===== src/rtl/anneal_accept.sv =====
// Metropolis-style accept/reject for one annealing trial: threshold = sat((temp*exprv)>>FRAC_BITS),
// product built by a serial shift-add. Optional statistics counters under `ifdef ACCEPT_STATS_EN.
module anneal_accept #(
  parameter int RV_DATA_WIDTH = 16,
  parameter int FRAC_BITS     = 8
) (
  input  logic                     clk,
  input  logic                     reset_l,
  input  logic                     req_valid,
  output logic                     req_ready,
  input  logic [RV_DATA_WIDTH-1:0] delta_e,
  input  logic [RV_DATA_WIDTH-1:0] temp,
  input  logic [RV_DATA_WIDTH-1:0] exprv,
  output logic                     rv_enable,
  output logic                     resp_valid,
  input  logic                     resp_ready,
  output logic                     accept,
  output logic [RV_DATA_WIDTH-1:0] threshold,
  input  logic                     stats_clr,
  output logic [15:0]              trial_cnt,
  output logic [15:0]              accept_cnt,
  output logic [1:0]               dbg_state
);

  // Handshakes: a transfer happens on a rising edge where valid && ready are both high.
  // req_ready is high only in IDLE; resp_valid is high only in DONE and the response holds until taken.

  localparam int W  = RV_DATA_WIDTH;
  localparam int P  = 2 * RV_DATA_WIDTH;
  localparam int CW = (W > 1) ? $clog2(W) : 1;
  localparam logic [CW-1:0] LAST_STEP = CW'(W - 1);

  typedef enum logic [1:0] {
    IDLE = 2'd0,
    MUL  = 2'd1,
    DONE = 2'd2
  } state_t;

  state_t r_state;
  state_t w_state_next;

  logic [P-1:0]  r_mcand;
  logic [W-1:0]  r_mplier;
  logic [P-1:0]  r_acc;
  logic [W-1:0]  r_delta;
  logic [CW-1:0] r_step;
  logic          r_rv_en;
  logic          r_accept;
  logic [W-1:0]  r_thr;

  logic          w_capture;
  logic          w_hs;
  logic          w_delta_le0;
  logic [P-1:0]  w_acc_next;
  logic [P-1:0]  w_shifted;
  logic [W-1:0]  w_thr;

  assign w_capture   = (r_state == IDLE) && req_valid;
  assign w_hs        = (r_state == DONE) && resp_ready;
  assign w_delta_le0 = delta_e[W-1] || (delta_e == '0);

  assign w_acc_next = r_acc + (r_mplier[0] ? r_mcand : '0);
  assign w_shifted  = w_acc_next >> FRAC_BITS;
  assign w_thr      = (|w_shifted[P-1:W]) ? '1 : w_shifted[W-1:0];

  always_ff @(posedge clk or negedge reset_l) begin
    if (!reset_l) r_state <= IDLE;
    else          r_state <= w_state_next;
  end

  always_comb begin
    w_state_next = r_state;
    case (r_state)
      IDLE: if (req_valid) w_state_next = w_delta_le0 ? DONE : MUL;
      MUL:  if (r_step == LAST_STEP) w_state_next = DONE;
      DONE: if (resp_ready) w_state_next = IDLE;
      default: w_state_next = IDLE;
    endcase
  end

  always_ff @(posedge clk or negedge reset_l) begin
    if (!reset_l) begin
      r_mcand  <= '0;
      r_mplier <= '0;
      r_acc    <= '0;
      r_delta  <= '0;
      r_step   <= '0;
      r_rv_en  <= 1'b0;
      r_accept <= 1'b0;
      r_thr    <= '0;
    end else begin
      r_rv_en <= w_capture;
      if (w_capture) begin
        r_mcand  <= {{W{1'b0}}, temp};
        r_mplier <= exprv;
        r_delta  <= delta_e;
        r_acc    <= '0;
        r_step   <= '0;
        r_accept <= w_delta_le0;
        r_thr    <= '0;
      end else if (r_state == MUL) begin
        r_acc    <= w_acc_next;
        r_mcand  <= r_mcand << 1;
        r_mplier <= r_mplier >> 1;
        r_step   <= r_step + 1'b1;
        // The last step latches the decision from the completed product.
        if (r_step == LAST_STEP) begin
          r_thr    <= w_thr;
          r_accept <= (r_delta < w_thr);
        end
      end
    end
  end

  assign req_ready  = (r_state == IDLE);
  assign resp_valid = (r_state == DONE);
  assign rv_enable  = r_rv_en;
  assign accept     = r_accept;
  assign threshold  = r_thr;
  assign dbg_state  = r_state;

`ifdef ACCEPT_STATS_EN
  logic [15:0] r_trial_cnt;
  logic [15:0] r_accept_cnt;

  always_ff @(posedge clk or negedge reset_l) begin
    if (!reset_l) begin
      r_trial_cnt  <= '0;
      r_accept_cnt <= '0;
    end else if (stats_clr) begin
      r_trial_cnt  <= '0;
      r_accept_cnt <= '0;
    end else if (w_hs) begin
      if (r_trial_cnt != 16'hFFFF) r_trial_cnt <= r_trial_cnt + 16'd1;
      if (r_accept && (r_accept_cnt != 16'hFFFF)) r_accept_cnt <= r_accept_cnt + 16'd1;
    end
  end

  assign trial_cnt  = r_trial_cnt;
  assign accept_cnt = r_accept_cnt;
`else
  logic w_unused_stats;
  assign w_unused_stats = stats_clr ^ w_hs;
  assign trial_cnt  = 16'd0;
  assign accept_cnt = 16'd0;
`endif

endmodule


===== config.mk =====
export PLATFORM = sky130hd
export DESIGN_NAME = anneal_accept
export DESIGN_NICKNAME = d
export VERILOG_FILES = /design/src/rtl/anneal_accept.sv
export SDC_FILE = /design/constraint.sdc
export NUM_CORES = 1
export LEC_CHECK = 0
export CORE_ASPECT_RATIO = 2
export CORE_MARGIN = 5
export CORE_UTILIZATION = 35
export DETAILED_ROUTE_END_ITERATION = 12
export GPL_TIMING_DRIVEN = 0
export SETUP_SLACK_MARGIN = 0.15
export SLEW_MARGIN = 20
export SYNTH_ARGS = -nofsm -noshare
export SYNTH_HDL_FRONTEND = slang
export SYNTH_SLANG_ARGS = --single-unit

===== constraint.sdc =====
create_clock -name clk -period 13.2 [get_ports clk]
set_input_delay 1.98 -clock clk [delete_from_list [all_inputs] [get_ports clk]]
set_output_delay 1.98 -clock clk [all_outputs]
set_load 0.02 [all_outputs]

# == Yosys cells after proc, flatten, opt, wreduce, memory -nomap -nowiden ==
# Cells that the tools add are included.
# word_totals
register_bits,120
inputBits,53
out_inout_bits,54
wordCells,48
# op_classes
addsub,2
n_lt_le_gt_ge,1
eq_ne,6
n_mux,21
reduce_logical,9
# op_table
cell,n
32-bit 2-to-1 mux,5
16-bit 2-to-1 mux,6
32-bit adder,1
16-bit logical NOT,1
16-bit < comparator,1
2-bit 2-to-1 mux,4
4-bit 2-to-1 mux,2
8-bit OR reduction,1
2-bit case mux with 3 select lines,1
"4-bit by 1-bit adder with 4-bit output, second input constant",1
"4-bit equality test, second input constant",1
"2-bit != test, second input constant",2
2-bit nonzero test,2
1-bit 2-to-1 mux,3
3-bit AND reduction,1
"2-bit by 1-bit equality test with 1-bit output, second input constant",1
"2-bit equality test, second input constant",1
2-bit logical NOT,1
"2-bit by 1-bit != test with 1-bit output, second input constant",1
2-bit AND reduction,1
1-bit logical AND,1
1-bit logical OR,1

# == Depth between registers and ports, before layout ==
# Gate-level depths: netlist of run 1.
# logic_depth
depth_word,8
depth_mapped,23
depth_no_buf,21

# == Worst setup path after synthesis of run 1 ==
# OpenSTA, ideal clock, no wires.
# synth_timing
kind,register to register
startpoint,register r_mplier[0]
endpoint,register r_accept (netlist: accept)
setup_time_ns,0.077
arrival_ns,4.510
required_ns,13.123
setup_slack_ns,8.613
path_stages_with_launch,23
path_buffers,3
synth_period_minus_slack_ns,4.587
path_cell_list,dfrtp_1 clkbuf_1 nand2_1 fa_1 nor2b_1 o2111ai_1 a211oi_2 o21ai_1 a211oi_1 a211oi_1 or4b_1 or2_1 buf_2 buf_6 nor2_1 ha_1 a21o_1 a21o_1 a21oi_1 o211ai_1 a2111oi_0 nor2_1 a21oi_1
# synth_via
elab_chain_len,8
# synth_rtl
item,line,text
"start, declared",43,logic [W-1:0] r_mplier;
"start signal, assigned",95,r_mplier <= exprv;
"start signal, assigned",104,r_mplier <= r_mplier >> 1;
32-bit 2-to-1 mux *,62,assign w_acc_next = r_acc + (r_mplier[0] ? r_mcand : '0);
32-bit adder *,62,
8-bit OR reduction,64,assign w_thr = (|w_shifted[P-1:W]) ? '1 : w_shifted[W-1:0];
16-bit 2-to-1 mux *,64,
16-bit < comparator *,109,r_accept <= (r_delta < w_thr);
1-bit 2-to-1 mux *,107,if (r_step == LAST_STEP) begin
1-bit 2-to-1 mux *,101,end else if (r_state == MUL) begin
1-bit 2-to-1 mux *,93,if (w_capture) begin
"end signal, assigned",99,r_accept <= w_delta_le0;
"end signal, assigned",109,
"end, declared",48,logic r_accept;
# Every way passes the cells marked *; elsewhere a longest branch is shown, timed or not. The select of a mux whose other input is x is not followed.
# A chain may end at the register's enable or synchronous reset.

# == Final worst setup path of run 1 ==
# Ends and elaborated chain as after synthesis.

==> results of run 1 <==
==> area by class of cell <==
class	count	area, µm²	area share
clock inverters	15	165	0.0180
multi-input cells	683	4010	0.438
plain buffers	74	427	0.0466
clock buffers	17	425	0.0464
well taps	269	337	0.0367
repair buffers	74	759	0.0829
inverters	8	30.0	0.00328
flip-flops and latches	120	3000	0.328
==> cell usage after synthesis, types with 18 or more instances <==
master,n
buf_4,32
ha_1,47
nor2_1,51
dfrtp_1,120
clkbuf_1,31
nand3_1,21
nand2_1,190
and2_1,34
a21o_1,18
a21oi_1,60
a22oi_1,30
o21ai_0,54
==> per-stage QoR <==
| stage | hold slack (ns) | cells | setup slack [ns] | total power, mW | cell area (µm²) |
|---|---|---|---|---|---|
| 6_report | 0.481 | 1260 | 7.16 | 1.96 | 9160 |
| 5_1_grt | 0.496 | 1260 | 6.87 | 2.11 | 9160 |
| 4_1_cts | 0.486 | 1260 | 7.18 | 1.97 | 9160 |
| 3_5_place_dp | 0.465 | 1228 | 7.32 | 1.50 | 8570 |
| 3_3_place_gp | 0.462 | 1227 | 5.22 | 1.47 | 8540 |
| 2_1_floorplan | 0.446 | 885 | 8.61 | 1.20 | 7470 |
==> layer usage <==
layer	vias up	share of wire	wire (µm)	track usage
met4	0	0.044	973	0.0983
li1	3189	-	-	-
met5	-	0	0	0
met2	154	0.56	12200	0.351
met1	3119	0.36	7820	0.182
met3	55	0.039	857	0.0307
==> registers in the layout, summed over array words and instances, names as in the netlist <==
name,cells
dbg_state,2
r_step,4
r_mplier,16
r_delta,16
r_mcand,32
r_acc,32
accept,1
threshold,16
rv_enable,1
==> power by group through the flow <==
stage / Combinational (mW) / Sequential (mW) / Clock [mW]
final: 0.911 / 0.577 / 0.470
after global routing: 1.02 / 0.592 / 0.492
after CTS: 0.919 / 0.577 / 0.478
after detailed placement: 0.916 / 0.579 / 0
after global placement: 0.893 / 0.581 / 0
after floorplan: 0.639 / 0.557 / 0
==> final timing paths <==
check	to	slack (ns)	cells after the start
max	accept$_DFFE_PN0P_	7.16	22
min in group asynchronous	r_mplier[13]$_DFFE_PN0P_	1.51	1
max reg2reg	accept$_DFFE_PN0P_	7.16	22
min reg2reg	r_mplier[4]$_DFFE_PN0P_	0.48	2
min	r_mplier[4]$_DFFE_PN0P_	0.48	2
max in group asynchronous	r_acc[18]$_DFFE_PN0P_	10.97	2
==> cells by family (layout without fill, tap and decap cells) <==
logic type / after synthesis / count (layout)
other: 1 / 32
muxes: 2 / 2
adders and majority gates: 48 / 48
buffers and inverters: 82 / 188
AOI/OAI and AO/OA: 230 / 230
and+or+nand+nor: 346 / 346
xor gates and xnor gates: 25 / 25
DFF: 120 / 120
==> worst min-delay path, stage by stage, from the launching register on <==
cell and delay, ns:
dfrtp_1 0.35, nand2_1 0.05, nand2_1 0.05
==> metrics, run 1 <==
outcome=finished clean; Tmin final=6.04 ns; CTS max path bufs=2; Final TNS setup=0 ns; RSZ-0062 raised after global routing=false; Synth Area in Adders=0.0827; worst slew pin tran=0.772 ns; WL per Instance=17.4 µm; Crit. Startpoint=r_mplier[0]$_DFFE_PN0P_; # Max-Cap Violations=0; most frequent cells in the layout=nand2_1 (190), dfrtp_1 (120), clkdlybuf4s50_1 (72); Remaining Overflow, GRT=0; combinational share of power=0.465; fill count=2100; Final Net Count=1079; CTS root buffer=clkbuf_16; post-DP HPWL=17.2 mm; first-pass GRT wire length=35.1 mm; clock buffer count from CTS=17; Synth Warn #=0; WS Path Type=register to register; vias=6517; number of buffers added on ports=73; Buf/Inv on CP=3; EDFF count, synth=0; Pleak=4.38 nW; Core Area=0.0208 mm²; fin. max-slew vios=0; Sink Count=120; Final setup violation count=0; ratio of cells with drive above 1 in the final layout=0.0878; post-synth cell types=65; Reg clk slew, reported paths=0.06 ns; Die Wd=113 µm; Cell Area, Synth=0.00736 mm²; Yosys reg bits=120; worst path cell trace=clkbuf_1 -> and2_1 -> ha_1 -> a21oi_1 -> o21ai_0 -> and2_1 -> a2111oi_2 -> o21ai_1 -> xnor2_1 -> or4b_1 -> or2_1 -> buf_2 -> buf_6 -> nor2_1 -> ha_1 -> a21o_1 -> a21o_1 -> a21oi_1 -> o211ai_1 -> a2111oi_0 -> nor2_1 -> a21oi_1; CTS tree=done; Final Hold Fails=0; cts repair resizes=0; Post-Syn Instances=854; Starting Density=0.353; post-synthesis sequential area ratio=0.408; largest cells by area after synthesis=dfrtp_1 (41%), nand2_1 (9.7%), ha_1 (8.0%), a21oi_1 (4.1%), o21ai_0 (3.7%); Critical Path RT=13.55 ns; CP top delay family=compound AO/OA/AOI/OAI gates; crit-path max cell delay=0.55 ns; vias per inst=5.17; gr usage total=0.183; number of diodes=0; vias in the first global route=6947; area share of the largest cell type after synthesis=0.408; Most used DFF post-synth=dfrtp_1; Net Sw Frac=0.434; antenna-violating nets left=0; Worst setup SP type=register; Die Ht=215 µm; largest net degree at the start of global routing=67; most common cell after layout, fill and taps aside=nand2_1; internal power=1.11 mW; share of flip-flops with an asynchronous set or reset=1.00; Yosys top cell by area=dfrtp_1; Post CTS Setup Buffer Count=0; net switching power=0.849 mW; Post-Route Skew=0.0103 ns; PD cells=214 mW/mm²; 1st-pass router iterations=4; Max VDD drop=99.4 µV; slowest CP cell=or4b_1; worst hold start=r_mplier[4]$_DFFE_PN0P_; Worst Hold Class=register to register; post-synthesis simple-gate area fraction=0.211; GPL Wtd Cong=0.939; RR Startpoint=r_mplier[0]$_DFFE_PN0P_; Post-Synth XOR/XNOR Area=0.0298; Syn Area/Cell=8.61 µm²; fmax=166 MHz; combinational family with the most area after synthesis=simple AND/OR/NAND/NOR gates; die area=0.0242 mm²; P&R area growth vs syn=24.5%; FP Rows=75; Final Cycle Share=0.458; DR iter-0 viols=330; worst slew margin relative to its limit=0.484; worst-skew pair later-pin latency=0.43 ns; num ports=107; WL final=21.9 mm; most frequent cell on the critical path=a21oi_1; Clock power frac=0.240; worst-path fanout max=10; Seq pwr share=0.295; Compound-Gate Fraction of Synth Area=0.203; Util after Layout=0.440; critical path arrival=6.39 ns; DRC errors left=0; initial antenna violation count=0; hold buffer count at cts=0; multiplexer share of the synthesized area=0.00289; H-tree depth=4; critical path endpoint category=register
Note: power is estimated with default switching activity, not from simulation.
==> run 2: changes to the inputs <==
==> constraint.sdc (replaced) <==
create_clock -name clk -period 5.45 [get_ports clk]
set_input_delay 0.8175 -clock clk [delete_from_list [all_inputs] [get_ports clk]]
set_output_delay 0.8175 -clock clk [all_outputs]
set_load 0.02 [all_outputs]
==> run 2 against run 1 <==
  * First-iteration DRC count shrank 7.0%
  * Sequential share of layout area shrank 2.5 points
  * Critical path type unchanged
  * Flip-flop and latch count is the same
  * Wire length grew 5.2%
  * Clock-buffer cell count is the same
  * Cell count grew 2.1%
==> metrics, run 2 (synthesis results as in run 1) <==
vias in the first global route=7037; Remaining Overflow, GRT=0; largest net degree at the start of global routing=67; fmax=192 MHz; Worst setup SP type=register; P&R area growth vs syn=34.7%; Core Area=0.0208 mm²; Sink Count=120; WS Path Type=register to register; DR iter-0 viols=307; Post-Place Setup Slack=-0.435 ns; Tmin final=5.20 ns; fin. max-slew vios=0; CTS root buffer=clkbuf_16; Util after Layout=0.476; post-DP HPWL=17.2 mm; critical path arrival=5.55 ns; DRC errors left=0; post-route setup slack=0.247 ns; Reg clk slew, reported paths=0.07 ns; 1st-pass router iterations=5; most frequent cells in the layout=nand2_1 (188), dfrtp_1 (119), clkdlybuf4s50_1 (72); Die Ht=215 µm; gr usage total=0.186; Final TNS setup=0 ns; top flop regs=r_acc: 32 flops, r_mcand: 32 flops; vias per inst=5.27; Pleak=4.55 nW; # Max-Cap Violations=0; Max VDD drop=244 µV; initial antenna violation count=0; FP Rows=75; crit-path max cell delay=0.51 ns; hold buffer count at cts=0; H-tree depth=4; number of buffers added on ports=73; CTS max path bufs=2; worst slew margin relative to its limit=0.480; Post-Route Skew=0.0124 ns; worst path cell trace=buf_12 -> buf_8 -> and2_4 -> ha_4 -> buf_6 -> a21o_4 -> a21oi_4 -> o2111ai_4 -> a31o_1 -> nor3_4 -> o22ai_2 -> or4b_4 -> or2_1 -> buf_6 -> buf_8 -> nor2_4 -> ha_4 -> a21o_1 -> a21o_1 -> a21oi_2 -> o211ai_1 -> a2111oi_2 -> nor2_1 -> a21oi_1; num ports=107; slowest CP cell=or4b_4; WL per Instance=17.9 µm; WL final=23.0 mm; Starting Density=0.353; die area=0.0242 mm²; Die Wd=113 µm; antenna-violating nets left=0; clock buffer count from CTS=17; Final Hold Fails=0; first-pass GRT wire length=35.7 mm; critical path endpoint category=register; Final Net Count=1106; RSZ-0062 raised after global routing=true; most common cell after layout, fill and taps aside=nand2_1; GPL Wtd Cong=0.939; worst-skew pair later-pin latency=0.43 ns; number of diodes=0; ratio of cells with drive above 1 in the final layout=0.178; Critical Path RT=5.80 ns; worst slew pin tran=0.777 ns; CTS tree=done; outcome=finished clean; Worst Hold Class=input port to async pin; Final Cycle Share=0.955; worst-path fanout max=7; Final setup violation count=0; total power=5.14 mW; PD cells=518 mW/mm²; vias=6782
## run 2: cell type report
class,instances,area (µm²)
plain buffers,74,475
clock buffers,17,425
clock inverters,15,165
fillers,2027,10900
inverters,8,30.0
multi-input cells,683,4490
flip-flops and latches,120,3000
well taps,269,337
repair buffers,101,982
## run 2: worst max-delay path, delay by kind of cell (launching register included)
family,cells,cell delay (ns)
AOI/OAI and AO/OA,11,2.25
adders and majority gates,2,0.44
buffers and inverters,5,0.65
DFF,1,0.44
and+or+nand+nor,6,1.30
## run 2: final timing paths
check                                              start                        to  slack, ns  depth (start not counted)
max in group asynchronous                        reset_l     r_acc[18]$_DFFE_PN0P_       4.37                          2
worst max-delay path             r_mplier[0]$_DFFE_PN0P_        accept$_DFFE_PN0P_       0.25                         24
min in group clk                r_mplier[13]$_DFFE_PN0P_  r_mplier[13]$_DFFE_PN0P_       0.48                          2
worst min-delay path                             reset_l  r_mplier[13]$_DFFE_PN0P_       0.35                          1
worst min register to register  r_mplier[13]$_DFFE_PN0P_  r_mplier[13]$_DFFE_PN0P_       0.48                          2
worst max register to register   r_mplier[0]$_DFFE_PN0P_        accept$_DFFE_PN0P_       0.25                         24
## run 2: per-stage QoR
step,std cells,cell area (µm²),hold slack (ns)
4_1_cts,1267,9420,0.364
3_5_place_dp,1228,8570,0.465
3_3_place_gp,1227,8540,0.462
2_1_floorplan,885,7470,0.446
5_1_grt,1287,9910,0.390
6_report,1287,9910,0.351
## run 2: report_power, final
part / internal, mW / switching (mW)
registers: 1.19 / 0.226
clock network: 0.682 / 0.463
logic: 1.05 / 1.53
total: 2.92 / 2.22
## run 2: repair_timing
item | CTS | global route
pin swaps | 13 | 35
gates resized for setup | 47 | 67
gates cloned | 1 | 0
hold endpoints to repair | 0 | 0
setup buffers | 6 | 20
endpoints found under the setup margin | 1 | 1
## run 2: layer usage
metal  track usage  vias to the layer above  wire [µm]
met5             0                        -          0
met3        0.0293                       53       1020
met1         0.184                     3283       8080
met4         0.102                        0       1070
li1              -                     3251          -
met2         0.359                      195      12900
==> run 3: changes to the inputs <==
--- a/config.mk
+++ b/config.mk
@@ -7,7 +7,7 @@
 export LEC_CHECK = 0
 export CORE_ASPECT_RATIO = 2
 export CORE_MARGIN = 5
-export CORE_UTILIZATION = 35
+export CORE_UTILIZATION = 40
 export DETAILED_ROUTE_END_ITERATION = 12
 export GPL_TIMING_DRIVEN = 0
 export SETUP_SLACK_MARGIN = 0.15
==> run 3 against run 2 <==
  * Non-clock buffer count decreased by 11
  * Sequential power about the same
  * Worst hold slack got worse by 0.043 ns
==> metrics, run 3 (synthesis results as in run 1) <==
placed inst area=0.00850 mm²; CTS root buffer=clkbuf_16; DRC errors left=0; Tmin final=5.12 ns; Reg clk slew, reported paths=0.06 ns; Net Sw Frac=0.428; Final Net Count=1095; CTS tree=done; R2R depth=23; most frequent cells in the layout=nand2_1 (189), dfrtp_1 (119), clkdlybuf4s50_1 (72); H-tree depth=4; worst slew margin relative to its limit=0.510; area of the multi-input gates=0.00431 mm²; Final TNS setup=0 ns; FP Rows=70; CTS max path bufs=2; number of diodes=0; initial antenna violation count=0; Die Ht=202 µm; Final setup violation count=0; P&R area growth vs syn=30.1%; Core Area=0.0182 mm²; Final Hold Slack=0.308 ns; combinational share of power=0.486; Final Cycle Share=0.939; Pleak=4.50 nW; first-pass GRT wire length=34.8 mm; Die Wd=106 µm; fmax=195 MHz; Max VDD drop=269 µV; Worst Hold Class=input port to async pin; critical path endpoint category=register; worst slew pin tran=0.729 ns; gr usage total=0.209; worst-path fanout max=10; Worst setup SP type=register; R2R Path End=accept$_DFFE_PN0P_; largest net degree at the start of global routing=74; most common cell after layout, fill and taps aside=nand2_1; Seq pwr share=0.279; 1st-pass router iterations=5; clock buffer count from CTS=17; vias=6659; number of buffers added on ports=73; post-DP HPWL=17.1 mm; R2R Setup Slk=0.33 ns; fin area=0.00957 mm²; # Max-Cap Violations=0; top flop regs=r_acc: 32 flops, r_mcand: 32 flops; Remaining Overflow, GRT=0; Post-Route Skew=0.00975 ns; die area=0.0214 mm²; fin. max-slew vios=0; net switching power=2.16 mW; WS Path Type=register to register; critical path arrival=5.47 ns; Inst Count DP=1175; internal power=2.89 mW; hold buffer count at cts=0; Sink Count=120; Clock power frac=0.235; FF+latch area=0.00300 mm²; WL final=22.1 mm; RSZ-0062 raised after global routing=false; fin cells=1223; Critical Path RT=5.80 ns; PD cells=528 mW/mm²; Crit. Startpoint=r_mplier[0]$_DFFE_PN0P_; vias in the first global route=6818; vias per inst=5.44; ratio of cells with drive above 1 in the final layout=0.152; num ports=107; outcome=finished clean; DR iter-0 viols=330; fill count=1736; WL per Instance=18.1 µm; Starting Density=0.404; GPL Wtd Cong=0.959; Final Hold Fails=0; worst-skew pair later-pin latency=0.43 ns; RR Startpoint=r_mplier[0]$_DFFE_PN0P_; antenna-violating nets left=0
run 3: timing repair:
item	4_1_cts	5_1_grt
buffers inserted	7	9
hold endpoints to repair	0	0
setup endpoints to repair	1	1
pin swaps	11	29
gates resized for setup	31	47
run 3: worst max-delay path by stage:
| stage | to |
|---|---|
| 2_1_floorplan | accept$_DFFE_PN0P_ |
| 3_3_place_gp | r_mcand[24]$_DFFE_PN0P_ |
| 3_5_place_dp | accept$_DFFE_PN0P_ |
| 4_1_cts | accept$_DFFE_PN0P_ |
| 5_1_grt | accept$_DFFE_PN0P_ |
| 6_report | accept$_DFFE_PN0P_ |
run 3: metrics by stage:
step	util	power [mW]	worst slack [ns]
final	0.525	5.05	0.334
after global routing	0.525	5.43	0.142
after CTS	0.511	4.90	0.157
after detailed placement	0.467	3.62	-0.434
after global placement	0.465	3.59	-1.36
after floorplan	-	2.90	0.863
run 3: worst max-delay path, stage by stage (launching register included):
cell and delay, ns:
dfrtp_2 0.48, buf_8 0.17, and2_1 0.16, ha_1 0.27, buf_2 0.18, and3_1 0.24, nand2_1 0.11, o2111ai_2 0.29
a31oi_1 0.17, a21boi_2 0.23, o22ai_2 0.13, or4b_4 0.50, or2_1 0.24, buf_6 0.13, buf_8 0.13, nor2_4 0.10
ha_4 0.21, a21o_1 0.15, a21o_1 0.16, a21oi_2 0.17, o211ai_1 0.20, a2111oi_2 0.40, nor2_1 0.09, a21oi_1 0.11
run 3: cell type report:
| cell class | instances | share of cell area |
|---|---|---|
| Buffer | 74 | 0.0484 |
| Clock buffer | 17 | 0.0445 |
| Clock inverter | 15 | 0.0197 |
| Inverter | 8 | 0.00314 |
| Multi-Input combinational cell | 683 | 0.450 |
| Sequential cell | 120 | 0.314 |
| Tap cell | 216 | 0.0282 |
| Timing Repair Buffer | 90 | 0.0919 |
run 3: per-layer routing:
layer	GRT usage	wire length [µm]	vias to the layer above
met5	0	0	-
met4	0.123	1130	0
met3	0.0415	989	64
met2	0.404	12300	195
met1	0.197	7720	3180
li1	-	-	3220
run 3: power by group through the flow:
| stage | Clock [mW] | Sequential [mW] | Combinational (mW) |
|---|---|---|---|
| 5_1_grt | 1.24 | 1.45 | 2.74 |
| 4_1_cts | 1.21 | 1.40 | 2.29 |
| 6_report | 1.19 | 1.41 | 2.45 |
| 3_5_place_dp | 0 | 1.40 | 2.22 |
| 3_3_place_gp | 0 | 1.41 | 2.18 |
| 2_1_floorplan | 0 | 1.35 | 1.55 |
